<file path="src/rtl/hazard_ctrl_fsm.sv">
// hazard_ctrl_fsm: pipeline interlock controller for the 5-stage MIPS core.
// It handles forwarding selects, load-use and branch interlocks, a
// multi-cycle divide hold and an exception flush sequence. It also keeps a
// saturating count of the cycles in which D was stalled.
module hazard_ctrl_fsm #(
    parameter int REGW    = 5,
    parameter int DIV_LAT = 32,
    parameter int CNTW    = 32
) (
    input  logic            clk,
    input  logic            rst,
    input  logic [REGW-1:0] rsD,
    input  logic [REGW-1:0] rtD,
    input  logic            branchD,
    input  logic [REGW-1:0] rsE,
    input  logic [REGW-1:0] rtE,
    input  logic [REGW-1:0] writeregE,
    input  logic            regwriteE,
    input  logic            memtoregE,
    input  logic            div_startE,
    input  logic            hiloreadE,
    input  logic [REGW-1:0] writeregM,
    input  logic            regwriteM,
    input  logic            memtoregM,
    input  logic            hilowriteM,
    input  logic            excM,
    input  logic [REGW-1:0] writeregW,
    input  logic            regwriteW,
    input  logic            hilowriteW,
    output logic            stallF,
    output logic            stallD,
    output logic            stallE,
    output logic            stallM,
    output logic            stallW,
    output logic            flushD,
    output logic            flushE,
    output logic            flushM,
    output logic            forwardaD,
    output logic            forwardbD,
    output logic [1:0]      forwardaE,
    output logic [1:0]      forwardbE,
    output logic [1:0]      forwardhiloE,
    output logic            div_busy,
    output logic [CNTW-1:0] stall_cnt
);

    // The divide counter is at least 5 bits wide so that small latencies
    // keep the same counter layout as the default build.
    localparam int DCW = ($clog2(DIV_LAT) > 5) ? $clog2(DIV_LAT) : 5;
    localparam logic [DCW-1:0] DIV_LOAD = DCW'(DIV_LAT - 1);

    typedef enum logic [1:0] {
        IDLE  = 2'd0,
        DIV   = 2'd1,
        FLUSH = 2'd2
    } stateT;

    stateT           stateReg;
    logic [DCW-1:0]  dcntReg;
    logic [CNTW-1:0] stallCntReg;

    // Register $0 is hard-wired to zero, so it never creates a dependency.
    function automatic logic regMatch(input logic [REGW-1:0] a,
                                      input logic [REGW-1:0] b);
        return (a != '0) && (a == b);
    endfunction

    // Source operands are indexed 0 = rs and 1 = rt in both D and E.
    logic [1:0][REGW-1:0] srcD;
    logic [1:0][REGW-1:0] srcE;
    logic [1:0][1:0]      fwdE;
    logic [1:0]           fwdD;
    logic [1:0]           hitE;
    logic [1:0]           hitLoadM;

    assign srcD = {rtD, rsD};
    assign srcE = {rtE, rsE};

    generate
        for (genvar gi = 0; gi < 2; gi++) begin : g_operand
            // M takes priority over W because it holds the younger result.
            assign fwdE[gi] = rst ? 2'b00 :
                              (regwriteM && regMatch(srcE[gi], writeregM)) ? 2'b10 :
                              (regwriteW && regMatch(srcE[gi], writeregW)) ? 2'b01 :
                              2'b00;
            assign fwdD[gi]     = !rst && regwriteM && regMatch(srcD[gi], writeregM);
            assign hitE[gi]     = regMatch(srcD[gi], writeregE);
            assign hitLoadM[gi] = regMatch(srcD[gi], writeregM);
        end
    endgenerate

    assign forwardaE = fwdE[0];
    assign forwardbE = fwdE[1];
    assign forwardaD = fwdD[0];
    assign forwardbD = fwdD[1];

    assign forwardhiloE = (rst || !hiloreadE) ? 2'b00 :
                          hilowriteM          ? 2'b10 :
                          hilowriteW          ? 2'b01 :
                          2'b00;

    logic lwStall;
    logic brStall;
    logic divStall;
    logic excActive;

    assign lwStall   = memtoregE && (|hitE);
    assign brStall   = branchD && ((regwriteE && (|hitE)) || (memtoregM && (|hitLoadM)));
    assign divStall  = ((stateReg == IDLE) && div_startE) ||
                       ((stateReg == DIV) && (dcntReg != '0));
    assign excActive = excM && (stateReg != FLUSH);

    // Stage stall/flush enables, highest priority first:
    // reset, exception, handler fetch, divide hold, then data interlocks.
    always_comb begin
        stallF = 1'b0;
        stallD = 1'b0;
        stallE = 1'b0;
        flushD = 1'b0;
        flushE = 1'b0;
        flushM = 1'b0;
        if (rst) begin
            flushD = 1'b1;
            flushE = 1'b1;
            flushM = 1'b1;
        end else if (excActive) begin
            flushD = 1'b1;
            flushE = 1'b1;
            flushM = 1'b1;
        end else if (stateReg == FLUSH) begin
            stallF = 1'b1;
            flushD = 1'b1;
        end else if (divStall) begin
            stallF = 1'b1;
            stallD = 1'b1;
            stallE = 1'b1;
            flushM = 1'b1;
        end else if (lwStall || brStall) begin
            stallF = 1'b1;
            stallD = 1'b1;
            flushE = 1'b1;
        end
    end

    assign stallM    = 1'b0;
    assign stallW    = 1'b0;
    assign div_busy  = !rst && (stateReg == DIV);
    assign stall_cnt = stallCntReg;

    // Sequencer state, divide countdown and saturating stall counter.
    always_ff @(posedge clk) begin
        if (rst) begin
            stateReg    <= IDLE;
            dcntReg     <= '0;
            stallCntReg <= '0;
        end else begin
            if (stallD && (stallCntReg != '1)) begin
                stallCntReg <= stallCntReg + 1'b1;
            end
            case (stateReg)
                IDLE: begin
                    if (excM) begin
                        stateReg <= FLUSH;
                    end else if (div_startE) begin
                        stateReg <= DIV;
                        dcntReg  <= DIV_LOAD;
                    end
                end
                DIV: begin
                    if (excM) begin
                        // The exception aborts the divide that is in flight.
                        stateReg <= FLUSH;
                        dcntReg  <= '0;
                    end else if (dcntReg != '0) begin
                        dcntReg <= dcntReg - 1'b1;
                    end else begin
                        stateReg <= IDLE;
                    end
                end
                FLUSH: begin
                    stateReg <= IDLE;
                end
                default: begin
                    stateReg <= IDLE;
                    dcntReg  <= '0;
                end
            endcase
        end
    end

endmodule

</file>
<file path="config.mk">
export PLATFORM = sky130hd
export DESIGN_NAME = hazard_ctrl_fsm
export DESIGN_NICKNAME = d
export VERILOG_FILES = /design/src/rtl/hazard_ctrl_fsm.sv
export SDC_FILE = /design/constraint.sdc
export NUM_CORES = 1
export LEC_CHECK = 0
export CORE_MARGIN = 2
export CORE_UTILIZATION = 30
export DETAILED_ROUTE_END_ITERATION = 8
export PLACE_DENSITY = 0.63
export SYNTH_ARGS = -nofsm -noshare
export SYNTH_HDL_FRONTEND = slang
export SYNTH_SLANG_ARGS = --single-unit
</file>
<file path="constraint.sdc">
create_clock -name clk -period 11.25 [get_ports clk]
set_input_delay 3.375 -clock clk [delete_from_list [all_inputs] [get_ports clk]]
set_output_delay 3.375 -clock clk [all_outputs]
set_load 0.05 [all_outputs]
</file>
==> out/summary.txt, run 1 <==
Outcome -> finished clean
Data arrival, critical path -> 6.49 ns
Dpl cell area -> 3750 sq um
Hold buffers post-CTS -> 0
IO Pins -> 97
Post-CTS Resized -> 0
Die area -> 10000 sq um
Drt drc -> 0
Ys Warns -> 0
Crit path max-delay family -> buffers and inverters
Max-cap violation count -> 0
Sum Neg Setup Slack -> 0 ns
Vias/cell -> 5.38
Reg2reg start -> stall_cnt[3]
Vias in the first global route -> 2790
Largest area contributor in the netlist -> dfxtp_1
WL/cell -> 14.5 um
Syn Area/Cell -> 7.72 sq um
Post-synth top cells -> dfxtp_1, a21oi_1, nor2_1, xnor2_1
Initial antenna violation count -> 0
Die Span X -> 100 um
Crit-path max cell delay -> 0.82 ns
GRT overflow -> 0
Initial Util -> 30.3%
Buffer and inverter count on the worst path -> 3
WP data required -> 7.88 ns
Clk sinks -> 39
Post-synthesis sequential area ratio -> 28.2%
Min-delay worst type -> reg2reg
Net Sw Frac -> 30.9%
Fmax -> 101 MHz
Die Ht -> 100 um
Final hold viol count -> 0
Reg2Reg Depth -> 7
CORE AREA -> 9110 sq um
Total track usage -> 16.2%
Startpoint Class -> input port
Worst Tran Pin Value -> 0.853 ns
Switching pwr -> 0.0000976 W
DPL Wire Length -> 6000 um
Post-synth EDFFs -> 0
Final WL -> 7940 um
Clock root buffer -> clkbuf_8
Most frequent CP cell -> clkdlybuf4s50_1
Syn Std Cell Area -> 2760 sq um
Worst R2R End -> stall_cnt[30]
Final Cell Area -> 3840 sq um
Slowest stage cell, crit path -> clkdlybuf4s50_1
Max_slew headroom -> 43.2%
Placer Congestion -> 0.821
1st-iter DRT viols -> 128
Hold endpoint -> stall_cnt[31]
Worst-path clk slew -> 0.08 ns
WS Path Type -> in2out
Port bufs -> 94
Worst Clk Skew -> 0.00714 ns
Top_reg_cell synth -> dfxtp_1
Syn-to-layout area delta -> 38.8%
Top post-synthesis cells by area -> dfxtp_1, xnor2_1, or4_1
Cell with the most instances after synthesis -> dfxtp_1
Clock share of power -> 29.8%
Combinational fraction of design power -> 25.1%
Gate Count Post-Synth -> 358
Critical path fanouts, max -> 59
Synth top area share -> 28.2%
Int Power -> 0.000218 W
CTS tree -> done
CP Cell Sequence -> clkdlybuf4s50_1 -> xnor2_1 -> nand3_1 -> or4_1 -> a21o_1 -> and3_1 -> buf_4 -> o21a_1 -> nor2_1 -> clkdlybuf4s50_1
Final Cycle Share -> 87.7%
TritonCTS Buffers -> 5
Post-CTS Setup Bufs -> 0
RSZ-0062 raised after global routing -> no
R2r setup slk -> 8.45 ns
Layout cells sized above 1 -> 2.97%
Setup-failing EPs final -> 0
Maximum clock path buffer count -> 2
Peak supply drop -> 0.0445 mV
Pleak -> 1.22 nW
Row cnt -> 35
Crit end category -> primary output
Final-report max-slew violation count -> 0
Antenna Nets Post-Route -> 0
H-tree levels -> 2
Worst Hold Depth -> 2
Sequential power share -> 45.1%
Total number of vias -> 2953
Post-synth cell types -> 44
PwrDens -> 82.3 nW/um^2
Final #Nets -> 487
#FFs+latches synth -> 39
Critical Path Source -> writeregM[2]
ANT cells -> 0
Pre-antenna DRT Iters -> 4
Post-layout min period -> 9.86 ns
Skew-Pair Late Insertion Delay -> 0.29 ns
Hold Startpoint -> stall_cnt[31]
Asr flop ratio synth -> 0%
First-pass GRT wire length -> 13300 um
Largest net degree at the start of global routing -> 60
worst max-delay path by stage:
stage / end / slack [ns] / cells after the start
final: stallF / 1.39 / 10
after global routing: stallF / 1.26 / 10
after CTS: stallF / 1.38 / 10
after detailed placement: stallF / 1.40 / 10
after global placement: stallF / 1.45 / 10
after floorplan: stallF / 2.17 / 9
tightest hold or removal path, stage by stage (launching register included):
cell	delay (ns)
dfxtp_1	0.34
nand2_1	0.06
mux2i_1	0.05
power groups by stage:
stage	Combinational [W]	Clock [W]	Sequential [W]
after floorplan	0.0000461	0	0.000146
after global placement	0.0000782	0	0.000146
after detailed placement	0.0000793	0	0.000146
after CTS	0.0000796	0.0000971	0.000143
after global routing	0.0000865	0.000103	0.000143
final	0.0000792	0.0000942	0.000143
metrics by stage:
step	power (W)	utilization (%)	hold WS [ns]	setup slack, ns	instances
2_1_floorplan	0.000192	-	0.455	2.17	359
3_3_place_gp	0.000224	41.2	0.467	1.45	541
3_5_place_dp	0.000225	41.2	0.486	1.40	541
4_1_cts	0.000319	42.1	0.504	1.38	549
5_1_grt	0.000333	42.1	0.519	1.26	549
6_report	0.000316	42.1	0.499	1.39	549
routing by layer:
metal / global-route usage, % / share of wire, % / up-vias
met5: 0 / 0 / -
met4: 6.01 / 3.0 / 0
met3: 4.04 / 4.7 / 20
met2: 27.3 / 48 / 62
met1: 20.1 / 44 / 1390
li1: - / - / 1481
flip-flops by register name, indices dropped and copies added (netlist names):
name and cells:
stall_cnt 32, dcntReg 5, stateReg 2
layout by cell type, fill, tap and decap left out, types with 2 or more instances in the layout:
cell,netlist,routed
o21ai_0,7,7
conb_1,1,2
nor3b_1,4,4
nand3_1,15,15
o41ai_1,4,4
a21oi_1,29,29
nor2b_1,9,9
ha_1,2,2
nor3_1,10,10
o21a_1,2,2
o311ai_0,3,3
dfxtp_1,39,39
or4_1,24,24
and4_1,4,4
and3_1,7,7
and2_1,5,5
clkbuf_8,0,5
nor2_1,28,28
nand4_1,14,14
o31ai_1,19,19
mux2_1,6,6
buf_4,2,2
xor2_1,14,14
xnor2_1,27,27
nand2_1,24,24
inv_1,9,9
nor4_1,9,9
clkdlybuf4s50_1,0,94
a21o_1,2,2
or3_1,4,4
logic make-up (layout without fill, tap and decap cells):
kind of cell               after synthesis  count (layout)  synth area share, %
buffers and inverters                   34             113                 5.21
adders and majority gates                2               2                0.905
AOI/OAI and AO/OA                       70              70                 16.2
and+or+nand+nor                        164             164                 33.5
xor gates and xnor gates                41              41                 13.0
other                                    1               2                0.136
muxes                                    7               7                 2.81
DFF                                     39              39                 28.2
cell type report:
class / instances / area [sq um]
Inverter: 9 / 33.8
Clock inverter: 2 / 12.5
Sequential cell: 39 / 781
Fill cell: 957 / 5270
Timing Repair Buffer: 96 / 956
Tap cell: 111 / 139
Clock buffer: 6 / 72.6
Multi-Input combinational cell: 286 / 1840
No activity file was read; power rests on OpenSTA's default activity.
==> run 2, diff against run 1 <==
==> constraint.sdc (replaced) <==
create_clock -name clk -period 10.3 [get_ports clk]
set_input_delay 3.09 -clock clk [delete_from_list [all_inputs] [get_ports clk]]
set_output_delay 3.09 -clock clk [all_outputs]
set_load 0.05 [all_outputs]
==> out/summary.txt, run 2 (synthesized netlist as in run 1, its figures left out) <==
Final Cycle Share -> 86.9%
Most frequent CP cell -> clkdlybuf4s50_1
Port bufs -> 94 (unchanged)
Crit end category -> primary output
Final #Nets -> 487 (unchanged)
CP Cell Sequence -> clkdlybuf4s50_1 -> xnor2_1 -> nand3_1 -> or4_1 -> a21o_1 -> and3_1 -> o21a_1 -> nor2_1 -> clkdlybuf4s50_1
Dpl cell area -> 3750 sq um (unchanged)
Vias/cell -> 5.36 (-0.34%)
Initial Util -> 30.3% (unchanged)
Die area -> 10000 sq um (unchanged)
Worst Clk Skew -> 0.0121 ns (+0.00499 ns)
WL/cell -> 14.8 um (+2.1%)
DPL Wire Length -> 6000 um (about the same)
Max-cap violation count -> 0 (unchanged)
TritonCTS Buffers -> 5 (unchanged)
WS Path Type -> in2out
IO Pins -> 97 (unchanged)
Peak supply drop -> 0.0507 mV (+14%)
PwrDens -> 90.7 nW/um^2 (+10%)
Most frequent cells in the layout -> clkdlybuf4s50_1, dfxtp_1, a21oi_1
Crit-path max cell delay -> 0.83 ns (about the same)
Fin util -> 42.1% (unchanged)
Commonest non-fill, non-tap cell in the layout -> clkdlybuf4s50_1
Worst Tran Pin Value -> 0.886 ns (+0.0329 ns)
First-pass GRT wire length -> 13500 um (+1.4%)
Worst-path clk slew -> 0.08 ns (about the same)
Final Cell Area -> 3840 sq um (unchanged)
Initial antenna violation count -> 0 (unchanged)
Final WL -> 8110 um (+2.1%)
Clock root buffer -> clkbuf_8
Layout cells sized above 1 -> 2.97% (unchanged)
Hold Startpoint -> dcntReg[4]
Post-layout min period -> 8.95 ns
Setup-failing EPs final -> 0 (unchanged)
Critical Path Source -> writeregM[2]
Drt drc -> 0 (unchanged)
Fmax -> 112 MHz
RSZ-0062 raised after global routing -> no
Max FFs per register -> 32 (unchanged)
Final hold viol count -> 0 (unchanged)
Post-CTS Setup Bufs -> 0 (unchanged)
Pleak -> 1.22 nW (unchanged)
Sum Neg Setup Slack -> 0 ns (unchanged)
Post-Place Cells -> 541 (unchanged)
Antenna Nets Post-Route -> 0 (unchanged)
Vias in the first global route -> 2810 (+0.72%)
Final-report max-slew violation count -> 0 (unchanged)
Placer Congestion -> 0.811 (-1.2%)
CTS tree -> done
Post-CTS Resized -> 0 (unchanged)
Row cnt -> 35 (unchanged)
Die Span X -> 100 um (unchanged)
Min-delay worst type -> reg2reg
Die Ht -> 100 um (unchanged)
Final std cells w/o fill -> 549 (unchanged)
H-tree levels -> 2 (unchanged)
Largest net degree at the start of global routing -> 58 (-3.3%)
Maximum clock path buffer count -> 2 (unchanged)
Filler instances -> 976 (+2.0%)
Hold buffers post-CTS -> 0 (unchanged)
GRT overflow -> 0 (unchanged)
Max_slew headroom -> 41.0% (-2.2 points)
Slowest stage cell, crit path -> clkdlybuf4s50_1
ANT cells -> 0 (unchanged)
Skew-Pair Late Insertion Delay -> 0.30 ns (about the same)
Startpoint Class -> input port
Syn-to-layout area delta -> 38.8% (unchanged)
Total track usage -> 16.4% (+0.19 points)
CORE AREA -> 9110 sq um (unchanged)
Data arrival, critical path -> 5.86 ns (-0.63 ns)
Pre-antenna DRT Iters -> 4 (unchanged)
Critical path fanouts, max -> 4 (-93%)
Reg2reg start -> stall_cnt[4]
Total number of vias -> 2943 (-0.34%)
Clk sinks -> 39 (unchanged)
Outcome -> finished clean
1st-iter DRT viols -> 138 (+7.8%)
WP data required -> 7.21 ns (-0.67 ns)
## run 2: cell counts in the layout (fill, tap and decap cells not counted)
No cell type changed its count.
## run 2: cell type report
class / count / area, sq um / share of cell area [%]
sequential: 39 / 781 / 20.3
tap: 111 / 139 / 3.62
timing repair buffer: 96 / 956 / 24.9
clock buffer: 6 / 72.6 / 1.89
inverter: 9 / 33.8 / 0.880
multi-input combinational: 286 / 1840 / 48.0
clock inverter: 2 / 12.5 / 0.326
## run 2: final timing paths
check                           slack (ns)  cells past startpoint             to
worst min-delay path                  0.49                      2     dcntReg[4]
worst max register to register        7.48                      7  stall_cnt[30]
worst min register to register        0.49                      2     dcntReg[4]
worst max-delay path                  1.35                      9         stallF
## run 2: routing by layer
metal / GRT usage [%] / part of all wire (%) / vias up
li1: - / - / 1490
met1: 21.4 / 48 / 1393
met2: 27.9 / 48 / 50
met5: 0 / 0 / -
met3: 2.79 / 3.1 / 10
met4: 4.85 / 1.4 / 0
## run 2: critical path, delay by kind of cell
kind                   cells  cell delay, ns
buffers and inverters      2            1.44
AND/OR/NAND/NOR            4            0.80
AO/OA/AOI/OAI              2            0.38
XOR/XNOR                   1            0.15
## run 2: power breakdown
group	total [W]	switching, W	internal (W)	leakage [nW]
combinational	0.0000863	0.0000482	0.0000381	0.868
clock	0.000106	0.0000585	0.0000474	0.0412
sequential	0.000156	0.00000285	0.000153	0.315
## run 2: through the flow
step | total power (W) | setup WS (ns) | hold slack (ns)
after floorplan | 0.000210 | 1.79 | 0.455
after global placement | 0.000245 | 1.37 | 0.467
after detailed placement | 0.000246 | 1.35 | 0.482
after CTS | 0.000351 | 1.35 | 0.499
after global routing | 0.000365 | 1.23 | 0.520
final | 0.000348 | 1.35 | 0.494
